--- src/rtl/exec_sequencer_pkg.sv ---
// Shared definitions for the execution sequencer.
//
// Purpose
//   Holds the 2-bit state encoding that the sequencer drives on its state
//   output. Board-level logic (status LEDs, 7-segment display) imports the
//   same package, so the codes cannot drift apart.
//
// Contents
//   seq_state_e      : IDLE=00, STEP=01, RUN=10, HALT=11
//   SEQ_STATE_W      : width of the state code
//   state_is_active  : helper, 1 when the datapath may still be clocked

package exec_sequencer_pkg;

  localparam int SEQ_STATE_W = 2;

  typedef enum logic [SEQ_STATE_W-1:0] {
    ST_IDLE = 2'b00,
    ST_STEP = 2'b01,
    ST_RUN  = 2'b10,
    ST_HALT = 2'b11
  } seq_state_e;

  // HALT is the only state from which no further cpu_en can be issued.
  function automatic logic state_is_active(input seq_state_e s);
    return (s != ST_HALT);
  endfunction

endpackage

--- src/rtl/exec_sequencer_if.sv ---
// Board/datapath-facing signal bundle of the execution sequencer.
//
// Purpose
//   Groups the raw operator inputs, the PC feedback from the datapath and the
//   sequencer's status outputs into one interface.
//
// Signals
//   step_btn   : raw step push-button (asynchronous, bouncy)
//   run_sw     : raw run switch (asynchronous, bouncy), 1 = free-run
//   pc         : current (pre-update) program counter value
//   cpu_en     : datapath clock enable
//   state      : sequencer state code (see exec_sequencer_pkg)
//   halted     : 1 while the sequencer is in HALT
//   step_count : saturating number of cpu_en pulses since reset
//
// Handshake contract: there is no back-pressure. cpu_en is a registered
// single-cycle strobe; the datapath must advance PC/RegA/RegB exactly once
// on every rising clk edge that ends a cycle with cpu_en=1, and pc must show
// the pre-advance value during that cycle.
//
// Modports
//   master : board/datapath side (drives inputs, observes status)
//   slave  : sequencer side

interface exec_sequencer_if #(
  parameter int PC_W  = 8,
  parameter int CNT_W = 16
);

  logic             step_btn;
  logic             run_sw;
  logic [PC_W-1:0]  pc;
  logic             cpu_en;
  logic [1:0]       state;
  logic             halted;
  logic [CNT_W-1:0] step_count;

  modport master (
    output step_btn,
    output run_sw,
    output pc,
    input  cpu_en,
    input  state,
    input  halted,
    input  step_count
  );

  modport slave (
    input  step_btn,
    input  run_sw,
    input  pc,
    output cpu_en,
    output state,
    output halted,
    output step_count
  );

endinterface

--- src/rtl/exec_sequencer_debouncer.sv ---
// Synchroniser + debouncer for one raw mechanical input.
//
// Purpose
//   Brings an asynchronous, bouncy input into the clk domain through a 2-FF
//   synchroniser and only lets the filtered output change after the
//   synchronised value has disagreed with it for DEBOUNCE_CYCLES consecutive
//   cycles. Raw edge to stable edge latency is 2 + DEBOUNCE_CYCLES cycles.
//
// Ports
//   clk      : board clock
//   rst      : asynchronous reset, active-high (all state cleared to 0)
//   raw_i    : raw asynchronous input
//   stable_o : debounced level

module exec_sequencer_debouncer #(
  parameter int DEBOUNCE_CYCLES = 50000
) (
  input  logic clk,
  input  logic rst,
  input  logic raw_i,
  output logic stable_o
);

  localparam int CW = $clog2(DEBOUNCE_CYCLES);
  localparam logic [CW-1:0] CNT_LAST = CW'(DEBOUNCE_CYCLES - 1);

  logic          meta_q;
  logic          sync_q;
  logic          stable_q;
  logic [CW-1:0] cnt_q;

  always_ff @(posedge clk or posedge rst) begin
    if (rst) begin
      meta_q   <= 1'b0;
      sync_q   <= 1'b0;
      stable_q <= 1'b0;
      cnt_q    <= '0;
    end else begin
      meta_q <= raw_i;
      sync_q <= meta_q;
      // Any cycle of agreement restarts the count, so only an unbroken run
      // of DEBOUNCE_CYCLES disagreeing samples flips the output.
      if (sync_q == stable_q) begin
        cnt_q <= '0;
      end else if (cnt_q == CNT_LAST) begin
        stable_q <= sync_q;
        cnt_q    <= '0;
      end else begin
        cnt_q <= cnt_q + CW'(1);
      end
    end
  end

  assign stable_o = stable_q;

endmodule

--- src/rtl/exec_sequencer.sv ---
// Execution sequencer for the accumulator CPU.
//
// Purpose
//   Replaces "switch as clock" with a single board clock plus a one-cycle
//   clock enable (cpu_en) for PC, RegA and RegB. Supports single-step from a
//   debounced button, free-run at one instruction every RUN_DIV cycles from a
//   debounced switch, and a sticky halt once an instruction is executed with
//   pc == HALT_PC.
//
// Parameters
//   DEBOUNCE_CYCLES : stable cycles needed before a debounced input changes
//   RUN_DIV         : clk cycles between cpu_en pulses in RUN
//   PC_W            : width of pc
//   HALT_PC         : an instruction executed at this address halts
//   CNT_W           : width of step_count
//
// Ports
//   clk : board clock, all state on posedge
//   rst : asynchronous reset, active-high
//   bus : exec_sequencer_if.slave (step_btn, run_sw, pc in;
//         cpu_en, state, halted, step_count out)

module exec_sequencer
  import exec_sequencer_pkg::*;
#(
  parameter int              DEBOUNCE_CYCLES = 50000,
  parameter int              RUN_DIV         = 5000000,
  parameter int              PC_W            = 8,
  parameter logic [PC_W-1:0] HALT_PC         = {PC_W{1'b1}},
  parameter int              CNT_W           = 16
) (
  input  logic              clk,
  input  logic              rst,
  exec_sequencer_if.slave   bus
);

  localparam int               DIV_W    = $clog2(RUN_DIV);
  localparam logic [DIV_W-1:0] DIV_LAST = DIV_W'(RUN_DIV - 1);

  // ---------------------------------------------------------------------
  // Debounced operator inputs
  // ---------------------------------------------------------------------
  logic step_db;
  logic run_db;
  logic step_prev_q;
  logic step_press;

  exec_sequencer_debouncer #(
    .DEBOUNCE_CYCLES (DEBOUNCE_CYCLES)
  ) u_db_step (
    .clk      (clk),
    .rst      (rst),
    .raw_i    (bus.step_btn),
    .stable_o (step_db)
  );

  exec_sequencer_debouncer #(
    .DEBOUNCE_CYCLES (DEBOUNCE_CYCLES)
  ) u_db_run (
    .clk      (clk),
    .rst      (rst),
    .raw_i    (bus.run_sw),
    .stable_o (run_db)
  );

  // High for exactly the first cycle in which the debounced button is high.
  assign step_press = step_db & ~step_prev_q;

  // ---------------------------------------------------------------------
  // Sequencer FSM, run divider, halt compare and pulse counter
  // ---------------------------------------------------------------------
  seq_state_e       state_q;
  logic             cpu_en_q;
  logic             halted_q;
  logic [DIV_W-1:0] div_q;
  logic [CNT_W-1:0] cnt_q;
  logic             halt_hit;

  // The instruction executing in a cpu_en cycle is the one at the current
  // (pre-advance) pc, so the halt decision is taken at the edge that ends
  // the enable cycle.
  assign halt_hit = cpu_en_q && (bus.pc == HALT_PC);

  always_ff @(posedge clk or posedge rst) begin
    if (rst) begin
      state_q     <= ST_IDLE;
      cpu_en_q    <= 1'b0;
      halted_q    <= 1'b0;
      div_q       <= '0;
      cnt_q       <= '0;
      step_prev_q <= 1'b0;
    end else begin
      step_prev_q <= step_db;
      cpu_en_q    <= 1'b0;

      // Saturating count of issued pulses.
      if (cpu_en_q && (cnt_q != {CNT_W{1'b1}})) begin
        cnt_q <= cnt_q + CNT_W'(1);
      end

      if (state_is_active(state_q)) begin
        if (halt_hit) begin
          // Halt wins over a simultaneous run-switch drop.
          state_q  <= ST_HALT;
          halted_q <= 1'b1;
          div_q    <= '0;
        end else begin
          case (state_q)
            ST_IDLE: begin
              // RUN has priority; a press arriving together with the run
              // switch is discarded.
              if (run_db) begin
                state_q <= ST_RUN;
                div_q   <= '0;
              end else if (step_press) begin
                state_q  <= ST_STEP;
                cpu_en_q <= 1'b1;
              end
            end

            ST_STEP: begin
              // One enable cycle only; the halt compare above covers the
              // HALT_PC case.
              state_q <= ST_IDLE;
            end

            ST_RUN: begin
              // Leaving RUN outranks a divider tick; step_press is ignored.
              if (!run_db) begin
                state_q <= ST_IDLE;
                div_q   <= '0;
              end else if (div_q == DIV_LAST) begin
                div_q    <= '0;
                cpu_en_q <= 1'b1;
              end else begin
                div_q <= div_q + DIV_W'(1);
              end
            end

            default: begin
              state_q <= ST_IDLE;
            end
          endcase
        end
      end
    end
  end

  assign bus.cpu_en     = cpu_en_q;
  assign bus.state      = state_q;
  assign bus.halted     = halted_q;
  assign bus.step_count = cnt_q;

endmodule
--- src/flat_wrapper.sv ---
// flat-port wrapper written by rule: the top's interface ports become plain ports
module exec_sequencer_flat import exec_sequencer_pkg::*;
#(
  parameter int              DEBOUNCE_CYCLES = 50000,
  parameter int              RUN_DIV         = 5000000,
  parameter int              PC_W            = 8,
  parameter logic [PC_W-1:0] HALT_PC         = {PC_W{1'b1}},
  parameter int              CNT_W           = 16
)
  (clk, rst, bus_step_btn, bus_run_sw, bus_pc, bus_cpu_en, bus_state, bus_halted, bus_step_count);
  exec_sequencer_if #(.PC_W(PC_W), .CNT_W(CNT_W)) bus_i ();
  input  logic clk;
  input  logic rst;
  input wire logic [$bits(bus_i.step_btn)-1:0] bus_step_btn;
  input wire logic [$bits(bus_i.run_sw)-1:0] bus_run_sw;
  input wire logic [$bits(bus_i.pc)-1:0] bus_pc;
  output wire logic [$bits(bus_i.cpu_en)-1:0] bus_cpu_en;
  output wire logic [$bits(bus_i.state)-1:0] bus_state;
  output wire logic [$bits(bus_i.halted)-1:0] bus_halted;
  output wire logic [$bits(bus_i.step_count)-1:0] bus_step_count;
  assign bus_i.step_btn = bus_step_btn;
  assign bus_i.run_sw = bus_run_sw;
  assign bus_i.pc = bus_pc;
  assign bus_cpu_en = bus_i.cpu_en;
  assign bus_state = bus_i.state;
  assign bus_halted = bus_i.halted;
  assign bus_step_count = bus_i.step_count;
  exec_sequencer #(.DEBOUNCE_CYCLES(DEBOUNCE_CYCLES), .RUN_DIV(RUN_DIV), .PC_W(PC_W), .HALT_PC(HALT_PC), .CNT_W(CNT_W)) u_core (.clk(clk), .rst(rst), .bus(bus_i));
endmodule
--- config.mk ---
export PLATFORM = sky130hd
export DESIGN_NAME = exec_sequencer_flat
export DESIGN_NICKNAME = d
export VERILOG_FILES = /design/src/rtl/exec_sequencer_pkg.sv /design/src/rtl/exec_sequencer_if.sv /design/src/rtl/exec_sequencer_debouncer.sv /design/src/rtl/exec_sequencer.sv /design/src/flat_wrapper.sv
export SDC_FILE = /design/constraint.sdc
export NUM_CORES = 1
export LEC_CHECK = 0
export CAP_MARGIN = 20
export CORE_MARGIN = 3
export CORE_UTILIZATION = 45
export CTS_BUF_LIST = sky130_fd_sc_hd__clkbuf_16
export DETAILED_ROUTE_END_ITERATION = 6
export MAX_ROUTING_LAYER = met4
export PLACE_DENSITY = 0.74
export SETUP_SLACK_MARGIN = 0.2
export SYNTH_ARGS = -nofsm -noshare
export SYNTH_HDL_FRONTEND = slang
export SYNTH_SLANG_ARGS = --single-unit
--- constraint.sdc ---
create_clock -name clk -period 4 [get_ports clk]
set_input_delay 0.6 -clock clk [delete_from_list [all_inputs] [get_ports clk]]
set_output_delay 0.6 -clock clk [all_outputs]
set_load 0.02 [all_outputs]
==> results.sh <==
export IMPL_status="finished, final reports clean"
export IMPL_placed_cells=510
export IMPL_hold_violations=0
export IMPL_synth_edf_count=0
export IMPL_placementRows=33
export IMPL_initial_utilization=0.471
export IMPL_drive_gt1_frac=0.0879
export IMPL_postLayoutCoreUtil=0.557
export IMPL_highest_layer="met4"
export IMPL_ios=32
export IMPL_timing_rr_start="u_core.div_q[7]"
export IMPL_clock_latency_ns=0.33
export IMPL_synth_distinct_cells=43
export IMPL_syn_inst=377
export IMPL_synth_area_leader_cell="dfrtp_1"
export IMPL_irDropWorstVdd_uv=251
export IMPL_yosysWarnings=0
export IMPL_synth_flop_cell="dfrtp_1"
export IMPL_fin_crit_sh=0.604
export IMPL_dr_first_iter_drc_count=69
export IMPL_core_area_mm2=0.00838
export IMPL_grt_pass1_vias=2835
export IMPL_synthArstFlopShare=1.00
export IMPL_clock_fmax_mhz=414
export IMPL_clock_skew_ns=0.00675
export IMPL_tightest_slew_ns=0.906
export IMPL_diodes=0
export IMPL_layout_nets=432
export IMPL_cts_tree="built"
export IMPL_antenna_found_initial=0
export IMPL_worst_r2r_cell_count=5
export IMPL_overflow=0
export IMPL_track_usage=0.167
export IMPL_drc=0
export IMPL_slew_headroom=0.395
export IMPL_setup_viol=0
export IMPL_grt_start_max_net_pins=55
export IMPL_hold_path_depth=0
export IMPL_ys_seq_area_frac=0.520
export IMPL_fin_setup_tns_ns=0
export IMPL_ys_top_cells_by_area="dfrtp_1, xnor2_1, xor2_1, nor2_1, nand3_1"
export IMPL_hold_path_startpoint="u_core.u_db_run.meta_q"
export IMPL_cp_startpoint="bus_pc[5]"
export IMPL_critPathArrivalTime_ns=2.60
export IMPL_grt_pass1_wl_um=13100
export IMPL_dieArea_mm2=0.00993
export IMPL_final_antenna_net_count=0
export IMPL_gp_congestion=0.848
export IMPL_dr_wl_met2_um=3600
export IMPL_avgSynthCellArea_um2=10.5
export IMPL_holdPathEnd="u_core.u_db_run.sync_q"
export IMPL_ctsHoldBuffers=0
export IMPL_dp_final_hpwl_um=5370
export IMPL_cts_clk_slew_worst_paths_ns=0.06
export IMPL_met1Wirelength_um=3540
export IMPL_drtPass1Iterations=4
export IMPL_cts_resized=0
export IMPL_wirelength_um=7480
export IMPL_power_per_cell_area_mw_per_mm2=363
export IMPL_cp_start_kind="input pin"
export IMPL_fin_cells=526
export IMPL_period_needed_ns=2.42
export IMPL_die_x_um=99.7
export IMPL_areaGrowthSynthToFinish_pct=18.3
export IMPL_rr_endpoint="u_core.div_q[17]"
export IMPL_h_tree_depth=3
export IMPL_rsz0062_at_grt="false"
export IMPL_via_count=2818
export IMPL_hold_class="flop to flop"
export IMPL_dr_wl_met3_um=192
export IMPL_required_ns=4.18
export IMPL_p_leak_nw=2.07
export IMPL_cts_setup_buffers=0
export IMPL_cts_buffer_depth=2
export IMPL_crit_type="input pin to flop"
export IMPL_synth_top_area_frac=0.520
export IMPL_routedWlPerCell_um=14.2
export IMPL_numCtsBuffers=9
export IMPL_cts_sinks=82
export IMPL_cp_end_kind="flop"
export IMPL_reg2reg_slack_ns=1.72
export IMPL_port_buffers=31
export IMPL_vias_per_cell=5.36
export IMPL_slew_viol_final=0
export IMPL_synth_area_mm2=0.00395
export IMPL_maxCapViolCount=0
export IMPL_syn_num_nets=393
export IMPL_crit_fanout=19
export IMPL_ys_seq_elements=82
export IMPL_cts_root_buf="clkbuf_16"
export IMPL_die_h_um=99.7
==> cell type report <==
cell class                 instances  area (um2)
inverter                           5        20.0
multi-input combinational        284        1840
tap                              105         131
sequential                        82        2050
timing repair buffer              34         333
clock inverter                     7        70.1
clock buffer                       9         225
fill                             731        3710
==> how the worst max path moves through the flow <==
stage	slack, ns	end	depth (start not counted)
2_1_floorplan	1.29	u_core.bus.cpu_en	1
3_3_place_gp	1.28	u_core.div_q[9]	5
3_5_place_dp	1.19	u_core.div_q[17]	5
4_1_cts	1.56	u_core.div_q[18]	5
5_1_grt	1.45	u_core.div_q[17]	5
6_report	1.58	u_core.div_q[17]	5
==> cells in the final DEF, fill, tap and decap left out, types with 2 or more instances in the layout <==
cell and n:
and4_1 3, xnor2_1 35, xor2_1 29, clkinvlp_4 2, clkbuf_16 9, a31oi_1 2, nor4_4 3, o21a_1 2
and3_1 14, or3_1 4, ha_1 4, mux2_2 4, nor4_1 5, nor2_1 58, nand2_1 29, nor2_2 3
nand4_1 19, inv_1 6, nor3_1 15, or2_2 2, nand2b_1 2, buf_4 3, nor4b_1 3, a21oi_1 3
nand3_1 29, dfrtp_1 82, clkdlybuf4s50_1 31
==> logic make-up after synthesis <==
logic type                 after synthesis  share of synthesized area
and+or+nand+nor                        198                      0.271
DFF                                     82                      0.520
muxes                                    4                     0.0114
adders and majority gates                4                     0.0127
xor gates and xnor gates                64                      0.142
AOI/OAI and AO/OA                       14                     0.0279
buffers and inverters                   11                     0.0149
==> per-stage QoR <==
stage / worst slack, ns / total power, mW / cell area [um2] / hold WS (ns)
5_1_grt: 1.45 / 1.76 / 4670 / 0.358
3_5_place_dp: 1.19 / 0.901 / 4370 / 0.336
6_report: 1.58 / 1.69 / 4670 / 0.350
3_3_place_gp: 1.28 / 0.900 / 4370 / 0.338
4_1_cts: 1.56 / 1.72 / 4670 / 0.351
2_1_floorplan: 1.29 / 0.880 / 3950 / 0.331
==> synthesized netlist by cell type (all sizes together) (2+ instances only) <==
cell	number
or3	4
a31oi	2
inv	5
nand2	30
nor4	8
dfrtp	82
a21oi	3
nor2	61
nand2b	2
and4	4
ha	4
nand3	29
and3	14
nor4b	4
xor2	29
mux2	4
buf	3
nand4	20
nor3	15
o21a	2
xnor2	35
clkbuf	3
or2	2
==> layer usage <==
metal  vias to the layer above  GRT usage
met2                        32      0.260
li1                       1388          -
met3                        14     0.0393
met1                      1384      0.212
met5                         -          -
met4                         0     0.0620
==> power breakdown <==
| group | total, mW | internal [mW] | switching [mW] |
|---|---|---|---|
| Sequential | 0.842 | 0.836 | 0.00569 |
| Clock | 0.810 | 0.482 | 0.328 |
| Combinational | 0.0422 | 0.0161 | 0.0261 |
| Total | 1.69 | 1.33 | 0.360 |
==> registers in the layout, indices dropped and copies added, names as in the netlist <==
signal / cells
u_core.bus.state: 2
u_core.u_db_run.stable_o: 1
u_core.u_db_run.sync_q: 1
u_core.u_db_step.stable_o: 1
u_core.div_q: 23
u_core.u_db_run.meta_q: 1
u_core.step_prev_q: 1
u_core.bus.step_count: 16
u_core.bus.halted: 1
u_core.u_db_run.cnt_q: 16
u_core.u_db_step.cnt_q: 16
u_core.u_db_step.sync_q: 1
u_core.u_db_step.meta_q: 1
u_core.bus.cpu_en: 1
==> worst max-delay path, cell delays in order <==
cell	delay, ns
clkdlybuf4s50_1	0.46
nand4_1	0.18
o41a_4	0.59
nor2_2	0.63
nor2_1	0.13
Note: power is estimated with default switching activity, not from simulation.
